[src/rtl/ledger_memory_responder.sv]
// Memory-side responder: one 48-bit ledger word plus a circular store of 8-bit
// block hashes, with edge-triggered write commit/ack and a 2-stage read pipeline.
module ledger_memory_responder #(
    parameter int          DEPTH       = 16,
    parameter int          IDX_W       = 4,
    parameter logic [47:0] INIT_LEDGER = 48'h0,
    parameter logic [7:0]  HASH_SEED   = 8'hA5
) (
    input  logic             clock,
    input  logic             resetn,
    input  logic             write_enable,
    input  logic             access_type,
    input  logic [47:0]      data_in,
    output logic [47:0]      data_out,
    output logic             data_valid,
    output logic [7:0]       prev_hash,
    output logic [IDX_W-1:0] block_index,
    output logic             chain_full,
    output logic             write_ack,
    output logic             busy
);

    typedef enum logic [1:0] {IDLE, COMMIT, ACK, HOLD} state_t;

    state_t             state_q, state_d;
    logic               we_q, we_d;
    logic               lat_type_q, lat_type_d;
    logic [47:0]        lat_data_q, lat_data_d;
    logic [47:0]        ledger_q, ledger_d;
    logic [IDX_W-1:0]   block_index_q, block_index_d;
    logic               chain_full_q, chain_full_d;
    logic               sel_q, sel_d;
    logic [47:0]        data_out_q, data_out_d;
    logic [1:0]         settle_q, settle_d;
    logic [7:0]         hash_mem [DEPTH];

    logic               request;
    logic               hash_we;
    logic [IDX_W-1:0]   prev_idx;

    assign request  = write_enable & ~we_q;
    assign hash_we  = resetn && (state_q == COMMIT) && lat_type_q;
    assign prev_idx = block_index_q - IDX_W'(1);

    // State register
    always_ff @(posedge clock) begin
        if (!resetn) state_q <= IDLE;
        else         state_q <= state_d;
    end

    // Next-state logic
    always_comb begin
        state_d = state_q;
        case (state_q)
            IDLE:    if (request) state_d = COMMIT;
            COMMIT:  state_d = ACK;
            ACK:     state_d = write_enable ? HOLD : IDLE;
            HOLD:    if (!write_enable) state_d = IDLE;
            default: state_d = IDLE;
        endcase
    end

    // Output logic
    always_comb begin
        write_ack = (state_q == ACK);
        busy      = (state_q != IDLE);
    end

    always_comb begin
        // Edge history tracks write_enable even while in reset, so a level still
        // held high when reset releases is not mistaken for a fresh request.
        we_d          = write_enable;
        lat_type_d    = lat_type_q;
        lat_data_d    = lat_data_q;
        ledger_d      = ledger_q;
        block_index_d = block_index_q;
        chain_full_d  = chain_full_q;
        if (state_q == IDLE && request) begin
            lat_type_d = access_type;
            lat_data_d = data_in;
        end
        if (state_q == COMMIT) begin
            if (!lat_type_q) begin
                ledger_d = lat_data_q;
            end else begin
                block_index_d = block_index_q + IDX_W'(1);
                if (block_index_q == IDX_W'(DEPTH - 1)) chain_full_d = 1'b1;
            end
        end
    end

    always_comb begin
        if (block_index_q == '0 && !chain_full_q) prev_hash = HASH_SEED;
        else                                      prev_hash = hash_mem[prev_idx];
    end

    // Read pipeline and settle counter; one reload covers coincident events.
    always_comb begin
        sel_d      = access_type;
        data_out_d = sel_q ? {40'b0, prev_hash} : ledger_q;
        settle_d   = settle_q;
        if (state_q == COMMIT || access_type != sel_q) settle_d = 2'd2;
        else if (settle_q != 2'd0)                     settle_d = settle_q - 2'd1;
    end

    always_ff @(posedge clock) begin
        we_q <= we_d;
        if (!resetn) begin
            lat_type_q    <= 1'b0;
            lat_data_q    <= '0;
            ledger_q      <= INIT_LEDGER;
            block_index_q <= '0;
            chain_full_q  <= 1'b0;
            sel_q         <= 1'b0;
            data_out_q    <= '0;
            settle_q      <= 2'd2;
        end else begin
            lat_type_q    <= lat_type_d;
            lat_data_q    <= lat_data_d;
            ledger_q      <= ledger_d;
            block_index_q <= block_index_d;
            chain_full_q  <= chain_full_d;
            sel_q         <= sel_d;
            data_out_q    <= data_out_d;
            settle_q      <= settle_d;
        end
    end

    // Hash store is intentionally never cleared.
    always_ff @(posedge clock) begin
        if (hash_we) hash_mem[block_index_q] <= lat_data_q[7:0];
    end

    assign data_out    = data_out_q;
    assign data_valid  = (settle_q == 2'd0);
    assign block_index = block_index_q;
    assign chain_full  = chain_full_q;

endmodule

[config.mk]
export PLATFORM = sky130hd
export DESIGN_NAME = ledger_memory_responder
export DESIGN_NICKNAME = d
export VERILOG_FILES = /design/src/rtl/ledger_memory_responder.sv
export SDC_FILE = /design/constraint.sdc
export NUM_CORES = 1
export LEC_CHECK = 0
export CAP_MARGIN = 0
export CORE_UTILIZATION = 38
export DETAILED_ROUTE_END_ITERATION = 7
export PLACE_DENSITY_LB_ADDON = 0.15
export SLEW_MARGIN = 5
export SYNTH_ARGS = -nofsm -noshare
export SYNTH_HDL_FRONTEND = slang
export SYNTH_SLANG_ARGS = --single-unit
[constraint.sdc]
create_clock -name clock -period 3.1 [get_ports clock]
set_input_delay 0.775 -clock clock [delete_from_list [all_inputs] [get_ports clock]]
set_output_delay 0.775 -clock clock [all_outputs]
set_load 0.1 [all_outputs]
Yosys cells after proc, flatten, opt, wreduce, memory -nomap -nowiden
Memory sizes are Yosys's and may differ from the RTL's.
Index checks and enable logic that the tools add are counted.
W data, S select, Z words.
{"block": "word_totals", "mem_count": 1, "output_inout_bits": 64, "regBits": 156, "input_bits": 52, "mem_bits_rw": 128, "wordCells": 51}
{"block": "op_classes", "eq_ne": 7, "n_addsub": 3, "n_mux": 8, "n_reduce_logical": 17, "bitwise": 4}
{"memory": "hash_mem", "words": 16, "word_bits": 8, "read_ports": 1, "rd_ports_with_merged_regs": 0, "wr": 1, "line": "35", "rtl": "logic [7:0] hash_mem [DEPTH];"}
{"operator": "$mux W8", "n": 2}
{"operator": "$pmux W2 S4", "n": 1}
{"operator": "$mux W2", "n": 3}
{"operator": "$reduce_and A2 Y1", "n": 3}
{"operator": "$add A4 B1 Y4 const B", "n": 1}
{"operator": "$eq A2 B2 Y1 const B", "n": 2}
{"operator": "$eq A4 B4 Y1 const B", "n": 1}
{"operator": "$logic_and A1 B1 Y1", "n": 4}
{"operator": "$logic_not A2 Y1", "n": 2}
{"operator": "$logic_not A4 Y1", "n": 1}
{"operator": "$ne A2 B2 Y1 const B", "n": 2}
{"operator": "$reduce_bool A2 Y1", "n": 2}
{"operator": "$reduce_or A2 Y1", "n": 2}
{"operator": "$sub A4 B1 Y4 const B", "n": 1}
{"operator": "$not A1 Y1", "n": 3}
{"operator": "$reduce_and A3 Y1", "n": 1}
{"operator": "$eq A2 B1 Y1 const B", "n": 1}
{"operator": "$mux W1", "n": 2}
{"operator": "$sub A2 B1 Y2 const B", "n": 1}
{"operator": "$and A1 B1 Y1", "n": 1}
{"operator": "$logic_not A1 Y1", "n": 1}
{"operator": "$logic_or A1 B1 Y1", "n": 1}
{"operator": "$ne A1 B1 Y1", "n": 1}

Depth between registers and ports, before layout
Gate-level depths: netlist (run 1).
{"block": "depth", "ltp_word": 5, "depth_mapped": 11, "depth_no_buf": 7}

Worst setup path before layout (run 1)
Ideal clock, no wire load.
{"block": "synth_path", "kind": "register to output", "start": "register block_index_q[0], in the netlist block_index[0]", "end": "output port prev_hash[1]", "arrival_ns": 3.350, "path_buffers": 5, "required_ns": 2.325, "stages_incl_launch_ff": 12, "setup_slack_ns": -1.025, "cell_sequence": "dfxtp_1 buf_6 buf_12 inv_1 ha_1 buf_2 buf_2 buf_4 mux4_2 nand2_1 nand3_1 and2_1"}
{"block": "synth_via", "elab_chain_len": 3, "elab_cells_between_ends": 5, "cone_classes": "add/sub (1); mux (1); reduce/logical (2); memory (1)"}
{"item": "from (decl)", "line": "30", "rtl": "logic [IDX_W-1:0] block_index_q, block_index_d;"}
{"item": "from (signal assigned)", "line": "121", "rtl": "block_index_q <= block_index_d;"}
{"item": "$sub A4 B1 Y4", "line": "43", "rtl": "assign prev_idx = block_index_q - IDX_W'(1);"}
{"item": "named net prev_idx[0]", "line": "39", "rtl": "logic [IDX_W-1:0] prev_idx;"}
{"item": "$mem_v2 Z16 W8"}
{"item": "$mux W8", "line": "93", "rtl": "if (block_index_q == '0 && !chain_full_q) prev_hash = HASH_SEED;"}
{"item": "to (decl)", "line": "16", "rtl": "output logic [7:0] prev_hash,"}
The timed path passes the listed nets, and every way through them passes these cells.

Final worst setup path (run 1)
{"block": "layout_path", "start": "register block_index_q[0], in the netlist block_index[0]", "end": "output port prev_hash[0]"}
Same word-level chain as after synthesis.

==> results of run 1 <==
## sequential cells by signal, summed over array words and instances (netlist names), 2 cells and up
register	count
hash_mem	128
block_index	4
data_out	48
state_q	2
ledger_q	48
lat_data_q	48
settle_q	2
## path summary, 6_finish.rpt
path | from | to | slack [ns] | cells past startpoint
setup reg to reg | block_index[0] | data_out[6] | 0.90 | 10
hold / removal | ledger_q[8] | data_out[8] | 0.45 | 1
setup / recovery | block_index[0] | prev_hash[0] | -0.23 | 8
hold reg to reg | ledger_q[8] | data_out[8] | 0.45 | 1
## metal layers
metal  track usage, %  vias up  wire [µm]
met1             23.0     3087      10900
li1                 -     3179          -
met2             28.3      135      11100
met4             5.65        2        534
met3             3.95       41       1400
met5                0        -         16
## per-stage QoR
step	hold WS [ns]	util [%]	TNS (ns)	setup WS, ns
after CTS	0.454	49.6	-2.14	-0.289
final	0.447	49.6	-1.63	-0.232
after global placement	0.434	45.1	0	0.199
after floorplan	0.430	-	-0.986	-0.255
after detailed placement	0.441	45.1	0	0.179
after global routing	0.469	49.6	-2.16	-0.297
## layout by cell type (no fill, tap or decap), drive strengths merged, types with 6 or more instances in the layout
master | synthesis | final
and2 | 51 | 51
clkbuf | 30 | 51
mux4 | 32 | 32
dfxtp | 156 | 156
nor2b | 7 | 7
nor2 | 16 | 16
a21boi | 100 | 100
a21oi | 7 | 7
inv | 12 | 8
buf | 21 | 111
nand2 | 207 | 207
edfxtp | 128 | 128
clkdlybuf4s50 | 0 | 50
mux2i | 6 | 6
## kinds of logic after synthesis
group | Yosys count
muxes | 39
buffers and inverters | 63
xor gates and xnor gates | 5
adders and majority gates | 5
and+or+nand+nor | 305
DFF | 284
AOI/OAI and AO/OA | 131
## worst reg2reg max path: cells and delay by family (launching register included)
family	cells	cell delay [ns]
AOI/OAI and AO/OA	3	0.41
adders and majority gates	1	0.35
buffers and inverters	4	0.40
DFF	1	0.42
muxes	1	0.29
and+or+nand+nor	1	0.18
## layout make-up
| type | instances | area (µm²) | area share (%) |
|---|---|---|---|
| Clock buffer | 51 | 947 | 7.05 |
| Clock inverter | 5 | 27.5 | 0.205 |
| Inverter | 12 | 67.6 | 0.503 |
| Multi-Input combinational cell | 485 | 3370 | 25.1 |
| Sequential cell | 284 | 6980 | 51.9 |
| Tap cell | 372 | 465 | 3.47 |
| Timing Repair Buffer | 161 | 1580 | 11.8 |
## synth_stat cells (all sizes together), types with 5 or more instances
master | number | area (µm²)
a21boi | 100 | 751
a21oi | 7 | 50.1
and2 | 51 | 319
buf | 21 | 131
clkbuf | 30 | 116
dfxtp | 156 | 3120
edfxtp | 128 | 3840
ha | 5 | 62.6
inv | 12 | 45.0
mux2i | 6 | 60.1
mux4 | 32 | 728
nand2 | 207 | 780
nand3 | 5 | 25.0
nor2 | 16 | 60.1
nor2b | 7 | 43.8
o21ai | 5 | 25.0
## power by group
part,total (mW),switching (mW),leakage (nW),internal (mW)
clock network,3.46,1.39,0.477,2.07
registers,4.01,0.0513,2.42,3.95
logic,0.375,0.220,1.88,0.156
total,7.84,1.67,4.79,6.18
## repair_timing
item | CTS | global route
pin swaps | 9 | 9
gates cloned | 4 | 0
buffers inserted | 7 | 2
endpoints found under the setup margin | 8 | 8
gates resized for setup | 25 | 8
==> flow_metrics.env, run 1 <==
export IMPL_outcome="complete, but fails checks"
export IMPL_violations="setup timing"
export IMPL_rows=60
export IMPL_place_gp_congestion=0.774
export IMPL_ir_worst_vdd_uv=357
export IMPL_tightest_slew_ns=0.772
export IMPL_finalNonFillerCells=1370
export IMPL_synth_area_um2=10500
export IMPL_yosys_warnings=0
export IMPL_ys_types=51
export IMPL_drtPass1Iterations=4
export IMPL_cp_max_fo=6
export IMPL_dpl_cell_area_um2=12200
export IMPL_synth_xor_area_share_pct=0.416
export IMPL_wirelength_um=23900
export IMPL_viasPerCell=4.70
export IMPL_grt_total_usage_pct=17.4
export IMPL_cpMostUsedCell="buf_12"
export IMPL_maxSlewHeadroom_pct=48.5
export IMPL_timing_final_ws_setup_ns=-0.232
export IMPL_cts_buffer_depth=3
export IMPL_num_vias=6444
export IMPL_die_x_um=168
export IMPL_postSynthAreaPerCell_um2=12.7
export IMPL_syn2layout_area_growth_pct=27.5
export IMPL_hold_viol=0
export IMPL_synth_nets=889
export IMPL_num_antenna_cells=0
export IMPL_drtAntennaViolNets=0
export IMPL_fmax_ghz=0.300
export IMPL_rsz0062_at_grt="yes"
export IMPL_p_leak_nw=4.79
export IMPL_antenna_found_initial=1
export IMPL_die_h_um=168
export IMPL_die_area_um2=28400
export IMPL_grt_pass1_wl_um=37700
export IMPL_io_buffer_count=115
export IMPL_grt_pass1_vias=6501
export IMPL_final_setup_skew_ns=0.0119
export IMPL_dp_hpwl_um=15200
export IMPL_critical_path_slowest_cell="dfxtp_4"
export IMPL_clkLatencyLatePin_ns=0.54
export IMPL_yosys_most_used_dff="dfxtp_1"
export IMPL_clkSlewWorstSetupHoldPaths_ns=0.06
export IMPL_grt_overflow_total=0
export IMPL_initial_core_util_pct=38.9
export IMPL_max_stage_delay_ns=0.42
export IMPL_synth_edf_count=128
export IMPL_cp_top_family="multiplexers"
export IMPL_clock_sinks=284
export IMPL_coreArea_um2=27100
export IMPL_maxCapViolCount=0
export IMPL_ios=116
export IMPL_total_power_mw=7.84
export IMPL_post_drt_wl_per_cell_um=17.5
export IMPL_htree_levels=1
export IMPL_dpl_cell_count=1303
export IMPL_final_nets=1031
export IMPL_synthAdderAreaFrac_pct=0.594
export IMPL_synthSimpleGateAreaFrac_pct=13.0
export IMPL_layout_drive_gt1_share_pct=22.9
export IMPL_synth_compound_area_share_pct=9.45
export IMPL_n_fill_cell=2405
export IMPL_synth_async_sr_flop_share_pct=0
export IMPL_required_ns=2.32
export IMPL_cellPowerDensity_nw_per_um2=584
export IMPL_worstSetupPathType="reg2out"
export IMPL_slew_violations=0
export IMPL_ctsRootBufferMaster="clkbuf_16"
export IMPL_post_synth_mux_area_share_pct=7.59
export IMPL_critPathLaunchType="register"
export IMPL_ys_seq_elements=284
export IMPL_cp_end_kind="primary output"
export IMPL_hold_buffers=0
export IMPL_path_buf_inv=4
export IMPL_grt_start_max_net_pins=83
export IMPL_design_area_um2=13400
export IMPL_syn_inst=832
export IMPL_cts_buffers=30
export IMPL_hold_path_class="reg2reg"
export IMPL_worstPathCellList="inv_8 -> ha_4 -> buf_12 -> mux4_2 -> mux2i_2 -> o22a_2 -> clkinvlp_4 -> buf_12"
export IMPL_cts_tree="done"
export IMPL_finalCritPeriodShare_pct=107
export IMPL_worst_ep_arrival_time_ns=2.56
export IMPL_drt_iter0_markers=391
export IMPL_seq_area_frac_synth_pct=66.2
export IMPL_synth_top_family_by_area="simple AND/OR/NAND/NOR gates"
export IMPL_finalCriticalPeriod_ns=3.33
export IMPL_setup_viol=8
export IMPL_drc=0
No activity file was read; power rests on OpenSTA's default activity.
==> run 2, diff against run 1 <==
- PLACE_DENSITY: unset -> 0.61
- PLACE_DENSITY_LB_ADDON: 0.15 -> unset
==> run 2 against run 1 <==
Compared with the run above:
- the flow still finishes with violations (setup timing)
- fmax is 1.7% higher
- first-iteration DRC count is 15% higher
- sequential power hardly changed
- clock power hardly changed
- flip-flop and latch count stayed put
- critical path depth stayed put
- die area stayed put
- register-to-register slack worse by 0.15 ns
- hold slack better by 0.0042 ns
- worst setup slack better by 0.056 ns
- largest power group unchanged
- highest routed layer is now met4
==> flow_metrics.env, run 2 (synthesis gave the netlist of run 1 again) <==
export IMPL_antenna_found_initial=0
export IMPL_drc=0
export IMPL_dp_hpwl_um=15000
export IMPL_maxSlewHeadroom_pct=43.2
export IMPL_clkLatencyLatePin_ns=0.53
export IMPL_viasPerCell=4.79
export IMPL_finalNonFillerCells=1377
export IMPL_clkSlewWorstSetupHoldPaths_ns=0.06
export IMPL_hold_path_class="reg2reg"
export IMPL_path_buf_inv=4
export IMPL_drt_iter0_markers=448
export IMPL_internal_power_mw=6.14
export IMPL_comb_power_share_pct=4.8
export IMPL_die_area_um2=28400
export IMPL_grt_total_usage_pct=17.0
export IMPL_timing_final_ws_setup_ns=-0.176
export IMPL_htree_levels=1
export IMPL_wirelength_um=23900
export IMPL_p_sw_mw=1.67
export IMPL_violations="setup timing"
export IMPL_drtAntennaViolNets=0
export IMPL_final_util_pct=49.7
export IMPL_cts_buffers=29
export IMPL_post_drt_wl_per_cell_um=17.4
export IMPL_finalCritPeriodShare_pct=106
export IMPL_regMostFlops="hash_mem"
export IMPL_critPathLaunchType="register"
export IMPL_largest_reg_flops=128
export IMPL_pwr_share_seq_pct=51.3
export IMPL_worstSetupPathType="reg2out"
export IMPL_required_ns=2.32
export IMPL_dpl_cell_count=1297
export IMPL_place_gp_congestion=0.802
export IMPL_cellPowerDensity_nw_per_um2=580
export IMPL_power_share_clock_pct=43.9
export IMPL_final_nets=1040
export IMPL_worst_ep_arrival_time_ns=2.50
export IMPL_final_common_cell="nand2_1"
export IMPL_num_vias=6599
export IMPL_final_cell_mix="206 x nand2_1, 153 x dfxtp_1, 128 x edfxtp_1"
export IMPL_die_x_um=168
export IMPL_num_antenna_cells=0
export IMPL_place_ws_ns=0.158
export IMPL_design_area_um2=13500
export IMPL_cp_end_kind="primary output"
export IMPL_clock_sinks=284
export IMPL_initial_core_util_pct=38.9
export IMPL_critical_path_slowest_cell="mux4_2"
export IMPL_fmax_ghz=0.305
export IMPL_outcome="complete, but fails checks"
export IMPL_worstPathCellList="buf_4 -> buf_16 -> buf_4 -> mux4_2 -> nand2_1 -> nand3_1 -> and2_4 -> buf_12"
export IMPL_dpl_cell_area_um2=12200
export IMPL_die_h_um=168
export IMPL_maxCapViolCount=0
export IMPL_drtPass1Iterations=4
export IMPL_coreArea_um2=27100
export IMPL_syn2layout_area_growth_pct=27.8
export IMPL_hold_viol=0
export IMPL_tightest_slew_ns=0.851
export IMPL_n_fill_cell=2405
export IMPL_finalCriticalPeriod_ns=3.28
export IMPL_cts_buffer_depth=3
export IMPL_cpMostUsedCell="buf_4"
export IMPL_rows=60
export IMPL_ctsRootBufferMaster="clkbuf_16"
export IMPL_ios=116
export IMPL_layout_drive_gt1_share_pct=24.0
export IMPL_cp_max_fo=6
export IMPL_p_sw_share_pct=21.3
export IMPL_p_leak_nw=4.86
export IMPL_io_buffer_count=115
export IMPL_setup_viol=8
export IMPL_ir_worst_vdd_uv=348
export IMPL_max_stage_delay_ns=0.54
export IMPL_grt_pass1_wl_um=37100
export IMPL_final_setup_skew_ns=0.0111
export IMPL_cp_top_family="buffers and inverters"
export IMPL_cts_tree="done"
export IMPL_rsz0062_at_grt="yes"
export IMPL_slew_violations=0
export IMPL_grt_start_max_net_pins=90
export IMPL_grt_overflow_total=0
export IMPL_grt_pass1_vias=6440
## run 2: timing repair
action | 4_1_cts | 5_1_grt
pin swaps | 11 | 6
setup endpoints to repair | 8 | 8
hold buffers | 0 | 0
setup buffers | 24 | 2
resized for setup | 24 | 7
cloned | 1 | 1
## run 2: path summary, 6_finish.rpt
path | from | to | slack [ns] | depth (start not counted)
max | block_index[0] | prev_hash[4] | -0.18 | 8
min | ledger_q[24] | data_out[24] | 0.45 | 1
max reg2reg | state_q[1] | hash_mem[13][4] | 0.75 | 4
min reg2reg | ledger_q[24] | data_out[24] | 0.45 | 1
## run 2: power by group through the flow
| stage | Clock (mW) | Sequential (mW) | Combinational, mW |
|---|---|---|---|
| after floorplan | 0 | 4.10 | 0.191 |
| after global placement | 0 | 4.09 | 0.369 |
| after detailed placement | 0 | 4.09 | 0.372 |
| after CTS | 3.50 | 4.01 | 0.379 |
| after global routing | 3.65 | 4.01 | 0.407 |
| final | 3.43 | 4.01 | 0.373 |
## run 2: layer usage
metal	share of wire, %	track usage (%)
met5	0	0
met4	1.5	3.75
met3	7.8	4.63
met2	46	26.6
met1	45	23.7
## run 2: layout make-up
type | count | area, µm² | share of cell area (%)
sequential | 284 | 6980 | 51.8
multi-input combinational | 485 | 3370 | 25.1
timing repair buffer | 171 | 1620 | 12.0
clock buffer | 41 | 868 | 6.45
tap | 372 | 465 | 3.46
clock inverter | 12 | 91.3 | 0.678
inverter | 12 | 67.6 | 0.502
## run 2: stage by stage
stage / hold WS, ns / total power, mW / TNS, ns
6_report: 0.451 / 7.81 / -1.17
3_3_place_gp: 0.435 / 4.46 / 0
5_1_grt: 0.466 / 8.07 / -1.98
4_1_cts: 0.456 / 7.88 / -1.47
3_5_place_dp: 0.441 / 4.46 / 0
2_1_floorplan: 0.430 / 4.29 / -0.986
